## config.mk

```make
export PLATFORM = sky130hd
export DESIGN_NAME = usxgmii_link_fault_monitor
export DESIGN_NICKNAME = d
export VERILOG_FILES = /design/src/rtl/usxgmii_link_fault_monitor.sv
export SDC_FILE = /design/constraint.sdc
export NUM_CORES = 1
export LEC_CHECK = 0
export ABC_AREA = 1
export ABC_CLOCK_PERIOD_IN_PS = 1800
export CORE_MARGIN = 8
export CORE_UTILIZATION = 25
export CTS_BUF_LIST = sky130_fd_sc_hd__clkbuf_8
export CTS_CLUSTER_DIAMETER = 120
export DETAILED_ROUTE_END_ITERATION = 8
export MAX_ROUTING_LAYER = met4
export PLACE_DENSITY = 0.51
export SKIP_LAST_GASP = 1
export SYNTH_ARGS = -nofsm -noshare
export SYNTH_HDL_FRONTEND = slang
export SYNTH_SLANG_ARGS = --single-unit
```

## constraint.sdc

```tcl
create_clock -name rx_312_5_clk -period 1.8 [get_ports rx_312_5_clk]
set_input_delay 0.36 -clock rx_312_5_clk [delete_from_list [all_inputs] [get_ports rx_312_5_clk]]
set_output_delay 0.36 -clock rx_312_5_clk [all_outputs]
set_load 0.02 [all_outputs]
```

## src/rtl/usxgmii_link_fault_monitor.sv

```systemverilog
// Multi-channel XGMII RX link-fault detector: counts consecutive LF/RF sequence ordered sets
// per channel and reports a registered fault status plus a one-cycle change pulse.
module usxgmii_link_fault_monitor #(
    parameter int NUM_CH     = 1,
    parameter int DATA_W     = 32,
    parameter int COL_WIN    = 128,
    parameter int SEQ_THRESH = 4
) (
    input  logic                       rx_312_5_clk,
    input  logic                       rx_rst,
    input  logic [NUM_CH-1:0]          xgmii_rx_valid,
    input  logic [NUM_CH*DATA_W-1:0]   xgmii_rx_data,
    input  logic [NUM_CH*DATA_W/8-1:0] xgmii_rx_control,
    output logic [2*NUM_CH-1:0]        link_fault_status_data,
    output logic [NUM_CH-1:0]          link_fault_change
);

    typedef enum logic [1:0] {
        LF_OK     = 2'b00,
        LF_LOCAL  = 2'b01,
        LF_REMOTE = 2'b10
    } fault_t;

    localparam int COLS = DATA_W / 32;
    localparam int CW   = $clog2(COL_WIN + 1);
    localparam int SW   = $clog2(SEQ_THRESH + 1);
    localparam logic [CW-1:0] COL_MAX = CW'(COL_WIN);
    localparam logic [SW-1:0] SEQ_MAX = SW'(SEQ_THRESH);

    // Returns the sequence type of one column; LF_OK means a plain column.
    function automatic fault_t col_type(input logic [31:0] d, input logic [3:0] c);
        col_type = LF_OK;
        if (c == 4'b0001 && d[23:0] == 24'h00_009C) begin
            if (d[31:24] == 8'h01)
                col_type = LF_LOCAL;
            else if (d[31:24] == 8'h02)
                col_type = LF_REMOTE;
        end
    endfunction

    for (genvar ch = 0; ch < NUM_CH; ch++) begin : g_ch
        // xgmii_rx_valid qualifies the whole word: when low, nothing in this channel moves.
        fault_t              status_q, status_d;
        fault_t              last_q, last_d;
        logic [CW-1:0]       col_q, col_d;
        logic [SW-1:0]       seq_q, seq_d;
        logic                change_q, change_d;
        fault_t              col_t [COLS];
        logic [DATA_W-1:0]   data;
        logic [DATA_W/8-1:0] ctrl;

        assign data = xgmii_rx_data[ch*DATA_W +: DATA_W];
        assign ctrl = xgmii_rx_control[ch*(DATA_W/8) +: DATA_W/8];

        always_comb begin
            for (int c = 0; c < COLS; c++)
                col_t[c] = col_type(data[c*32 +: 32], ctrl[c*4 +: 4]);
        end

        // Columns are applied in lane order, so column 1 sees column 0's updated counters.
        always_comb begin
            status_d = status_q;
            last_d   = last_q;
            col_d    = col_q;
            seq_d    = seq_q;
            change_d = 1'b0;
            if (xgmii_rx_valid[ch]) begin
                for (int c = 0; c < COLS; c++) begin
                    if (col_t[c] != LF_OK) begin
                        if (col_t[c] == last_d && col_d < COL_MAX) begin
                            if (seq_d < SEQ_MAX)
                                seq_d = seq_d + SW'(1);
                        end else begin
                            seq_d  = SW'(1);
                            last_d = col_t[c];
                        end
                        col_d = '0;
                        if (seq_d == SEQ_MAX)
                            status_d = col_t[c];
                    end else begin
                        if (col_d < COL_MAX)
                            col_d = col_d + CW'(1);
                        if (col_d == COL_MAX) begin
                            seq_d    = '0;
                            last_d   = LF_OK;
                            status_d = LF_OK;
                        end
                    end
                end
                change_d = (status_d != status_q);
            end
        end

        always_ff @(posedge rx_312_5_clk or posedge rx_rst) begin
            if (rx_rst) begin
                status_q <= LF_OK;
                last_q   <= LF_OK;
                col_q    <= '0;
                seq_q    <= '0;
                change_q <= 1'b0;
            end else begin
                status_q <= status_d;
                last_q   <= last_d;
                col_q    <= col_d;
                seq_q    <= seq_d;
                change_q <= change_d;
            end
        end

        assign link_fault_status_data[2*ch +: 2] = status_q;
        assign link_fault_change[ch]             = change_q;
    end

endmodule

```

Word level (Yosys, flattened, before mapping)

Index checks and enable logic that the tools add are counted.

Bits in registers: 16
Bits in latches: 0
Memory bits (writable): 0
Bits in read-only memories: 0
Bits of input ports: 39
Output and inout port bits: 3
Word-level logic and storage cells: 45
Memories kept: 0

$add $sub $neg: 2
Multipliers: 0
Div/mod/pow operators: 0
Order comparisons: 2
Eq/ne operators: 9
Shift operators: 0
Mux-type cells: 21
Bitwise logic cells: 0
Reductions and logical operators: 6

Operators with widths:

| cell                                                 | count |
|---|---|
| 2-to-1 mux 8 bit                                     | 4 |
| equality test 24 x 8 -> 1 bit, second input constant | 1 |
| 2-to-1 mux 2 bit                                     | 10 |
| 2-to-1 mux 3 bit                                     | 6 |
| adder 8 x 1 -> 8 bit, second input constant          | 1 |
| equality test 8 x 1 -> 1 bit, second input constant  | 1 |
| equality test 8 x 2 -> 1 bit, second input constant  | 1 |
| equality test 8 bit, second input constant           | 1 |
| less-than comparator 8 bit, second input constant    | 1 |
| equality test 4 x 1 -> 1 bit, second input constant  | 1 |
| nonzero test 2 bit                                   | 2 |
| adder 3 x 1 -> 3 bit, second input constant          | 1 |
| equality test 3 bit, second input constant           | 1 |
| less-than comparator 3 bit, second input constant    | 1 |
| AND reduction 3 bit                                  | 1 |
| equality test 2 bit                                  | 1 |
| logical AND 1 bit                                    | 2 |
| inequality test 2 bit                                | 1 |
| inequality test 2 bit, second input constant         | 1 |
| AND reduction 2 bit                                  | 1 |
| 2-to-1 mux 1 bit                                     | 1 |

Depth between registers and ports, before layout

Word-level depth: 15
Mapped depth: 16
Mapped depth without buffers: 16

Worst setup path after synthesis

No wires, ideal clock.

Kind: reg-to-reg
Start: register g_ch[0].col_q[0]
End: register g_ch[0].last_q[1]
Setup time: 123 ps
Data arrival time: 1618 ps
Required time: 1677 ps
Path slack: 59 ps
Cell stages (with the launch flop): 12
Buffers on the path: 0
Clock period less this slack: 1741 ps
Cells stage by stage: dfrtp_1 > ha_1 > inv_1 > nor3_2 > nand2_1 > xor2_1 > a21oi_1 > nand4_1 > a21oi_4 > o21ai_2 > nand2_1 > o21ai_1

Longest elaborated chain between the ends: 7
Elaborated cells on any way between the ends: 10
Those cells by class: add/sub (1); order compare (1); eq/ne (2); mux (3); reduce/logical (3)

Ends and longest elaborated chain:

| what                                                               | line       | source |
|---|---|---|
| from (decl)                                                        | 45         | `logic [CW-1:0] col_q, col_d;` |
| from (signal assigned)                                             | 104        | `col_q <= col_d;` |
| adder 8 x 1 -> 8 bit or less-than comparator 8 bit (tied branches) | 82, 70, 81 |  |
| 2-to-1 mux 8 bit                                                   | 81         | `if (col_d < COL_MAX)` |
| 2-to-1 mux 8 bit                                                   | 69         | `if (col_t[c] != LF_OK) begin` |
| 2-to-1 mux 8 bit                                                   | 67         | `if (xgmii_rx_valid[ch]) begin` |
| equality test 8 bit                                                | 83         | `if (col_d == COL_MAX) begin` |
| nonzero test 2 bit (no source line)                                | --         |  |
| AND reduction 3 bit (no source line) (*)                           | --         |  |
| to (signal assigned)                                               | 103        | `last_q <= last_d;` |
| to (decl)                                                          | 44         | `fault_t last_q, last_d;` |

Mark *: on every way between the ends. The rest lies on a longest branch, timed or not. The select of a mux whose other input is x is not followed.
A chain may end at the register's enable or synchronous reset.

Final worst setup path

Start: register g_ch[0].col_q[0]
End: register g_ch[0].last_q[0]

The elaborated chain is that of the path after synthesis.

==> key figures <==
Power and ir drop
  – PwrDens: 471 nW/um2
  – Peak VDD IR: 0.359 mV
  – Leak Pwr: 1.06 nW

Die
  – Row count: 26
  – Die area: 7870 um2
  – Die outline width: 88.7 um
  – Die Ht: 88.7 um
  – Starting density of the core: 0.259
  – Ports: 42
  – Core area: 5110 um2

Place
  – Placed wire-length estimate: 3.04 mm
  – Port bufs: 41
  – Routability Congestion: 0.847
  – Dpl cell area: 1970 um2
  – Setup slack at placement: -0.454 ns

Yosys
  – Distinct cells, synth: 24
  – Asr flop ratio synth: 1.00
  – Syn nets: 250
  – Share of Yosys cell area claimed by the top area cell type: 0.303
  – Post-synthesis register bit count: 16
  – Register area share after synthesis: 0.303
  – Mapped cell area: 1320 um2
  – EDFF count, synth: 0
  – Gate Count Post-Synth: 209
  – Top post-synthesis cells by area: dfrtp_1, inv_1, nand2_1
  – Synth area leader: dfrtp_1
  – Syn Area/Cell: 6.32 um2
  – Prevailing post-synth register cell: dfrtp_1
  – Yosys warns: 0

Drt
  – DRC Markers: 0
  – Via count: 1,444
  – 1st-pass router iterations: 7
  – Post-route ant nets: 0
  – DRT Wirelength: 3.64 mm
  – Wirelength per Cell: 10.5 um
  – Post-DR vias/cell: 4.15
  – Starting DRT DRC Count: 45

Clock tree
  – CTS clk-pin slew, worst paths: 0.06 ns
  – Clk buf depth: 2
  – TritonCTS clock tree: built
  – Root Buffer: clkbuf_8
  – Clock insertion delay at the later pin of the skew report: 0.25 ns
  – Htree depth: 1
  – Num CTS Buffers: 3
  – Clock sinks: 16

Run status
  – Failing checks: negative setup slack
  – Outcome: complete, but fails checks

Final layout
  – Area grow syn2layout: 56.1%
  – Most common cell after layout, fill and taps aside: inv_1
  – Antenna Diode Count: 0
  – Commonest cells after routing, fill and taps aside: inv_1, nand2_1, dlygate4sd2_1, buf_4, nor2_1
  – Fillers: 555
  – # nets final: 321
  – Layout Utilization: 0.404
  – Design Area, Final: 2060 um2
  – Share of cells above drive strength 1: 0.212

Timing
  – Max-slew violations: 0
  – Final setup vio count: 4
  – Worst Slack Setup Final: -0.0395 ns
  – Fin. Hold Viols: 0
  – Tcrit/Tclk final: 1.02
  – RSZ-0062 raised after global routing: true
  – Tmin final: 1.84 ns
  – Worst Skew: 0.00859 ns
  – FMAX: 544 MHz
  – Relative slew slack: 0.786
  – Worst-margin pin slew: 0.320 ns
  – Final setup TNS: -0.0920 ns

Global route
  – Vias in the first global route: 1,342
  – Total gr overflow: 0
  – Largest net degree at the start of global routing: 17
  – Initial antenna violation count: 0
  – First-pass GRT wire length: 6.04 mm
  – GRT Total Usage: 0.0994

Run
  – MaxCap Viol Count: 0

Hold path
  – Hold WC Path Type: in2async

Setup path
  – Worst setup SP type: flop
  – CP arrival: 1.97 ns
  – Critical path class: reg2reg
  – Req. time, crit path: 1.93 ns
  – Worst Setup End Kind: flop
  – Peak fanout along the critical path: 4
-- sequential cells by signal (all words and copies together), names as in the netlist --
signal,count
link_fault_change,1
g_ch.col_q,8
g_ch.seq_q,3
link_fault_status_data,2
g_ch.last_q,2
-- power by group --
| group | total (mW) | internal (mW) | switching (mW) |
|---|---|---|---|
| combinational | 0.309 | 0.158 | 0.151 |
| sequential | 0.404 | 0.387 | 0.0168 |
| clock | 0.257 | 0.148 | 0.109 |
| total | 0.970 | 0.693 | 0.277 |
-- metrics by stage --
stage | power, mW | std cells | hold WS (ns)
final | 0.970 | 348 | 0.414
after global routing | 1.05 | 348 | 0.465
after floorplan | 0.549 | 209 | 0.274
after global placement | 0.716 | 340 | 0.507
after CTS | 0.962 | 345 | 0.420
after detailed placement | 0.715 | 340 | 0.494
-- worst max-delay path, stage by stage (launching register included) --
cell and delay (ns):
dfrtp_1 0.36, ha_2 0.18, inv_2 0.05, nor3_4 0.14
nand2_1 0.09, xor2_1 0.18, a21oi_1 0.12, nand4_1 0.15
a21oi_4 0.22, o21ai_2 0.11, nand2_1 0.06, o21ai_1 0.06
-- synth_stat cells, types with 2 or more instances --
master / n
inv_1: 52
nand2_1: 47
nor2_1: 26
dfrtp_1: 16
nand3_1: 12
nand4_1: 10
o21ai_0: 9
o22ai_1: 6
xor2_1: 6
nor3_1: 4
nand3_2: 3
nor2_2: 3
ha_1: 2
inv_2: 2
o21ai_1: 2
-- final cells by class --
cell class	count	area (um2)	area share
flip-flops and latches	16	400	0.194
multi-input cells	138	764	0.371
well taps	70	87.6	0.0425
clock buffers	3	41.3	0.0200
repair buffers	67	566	0.274
inverters	54	203	0.0983
-- cell families after synthesis --
| kind of cell | count (synthesis) | synth area share |
|---|---|---|
| and+or+nand+nor | 109 | 0.383 |
| buffers and inverters | 55 | 0.157 |
| AOI/OAI and AO/OA | 21 | 0.0985 |
| DFF | 16 | 0.303 |
| xor gates and xnor gates | 6 | 0.0398 |
| adders and majority gates | 2 | 0.0189 |
-- final timing paths --
check / from / endpoint / slack [ns] / cells after the start
worst max register to register: g_ch[0].col_q[0]$_DFFE_PP0P_ / g_ch[0].last_q[0]$_DFFE_PP0P_ / -0.04 / 11
max in group asynchronous: rx_rst / g_ch[0].col_q[7]$_DFFE_PP0P_ / 1.20 / 3
worst max-delay path: g_ch[0].col_q[0]$_DFFE_PP0P_ / g_ch[0].last_q[0]$_DFFE_PP0P_ / -0.04 / 11
min in group rx_312_5_clk: g_ch[0].seq_q[1]$_DFFE_PP0P_ / g_ch[0].seq_q[1]$_DFFE_PP0P_ / 0.50 / 2
worst min register to register: g_ch[0].seq_q[1]$_DFFE_PP0P_ / g_ch[0].seq_q[1]$_DFFE_PP0P_ / 0.50 / 2
worst min-delay path: rx_rst / g_ch[0].col_q[2]$_DFFE_PP0P_ / 0.41 / 3
-- layer usage --
metal  share of wire  global-route usage  wire length (um)  up-vias
met1            0.45               0.120              1640      637
li1                -                   -                 -      784
met3           0.029              0.0223               107        4
met4          0.0082              0.0138                30        0
met2            0.51               0.166              1860       19
met5               0                   -                 0        -
-- repair_timing --
action | in CTS | in global routing
pin swaps | 42 | 10
buffers inserted | 2 | 3
hold buffers | 0 | 0
gates resized for setup | 48 | 7
endpoints found under the setup margin | 15 | 14
Power figures use the tool's default switching activity.
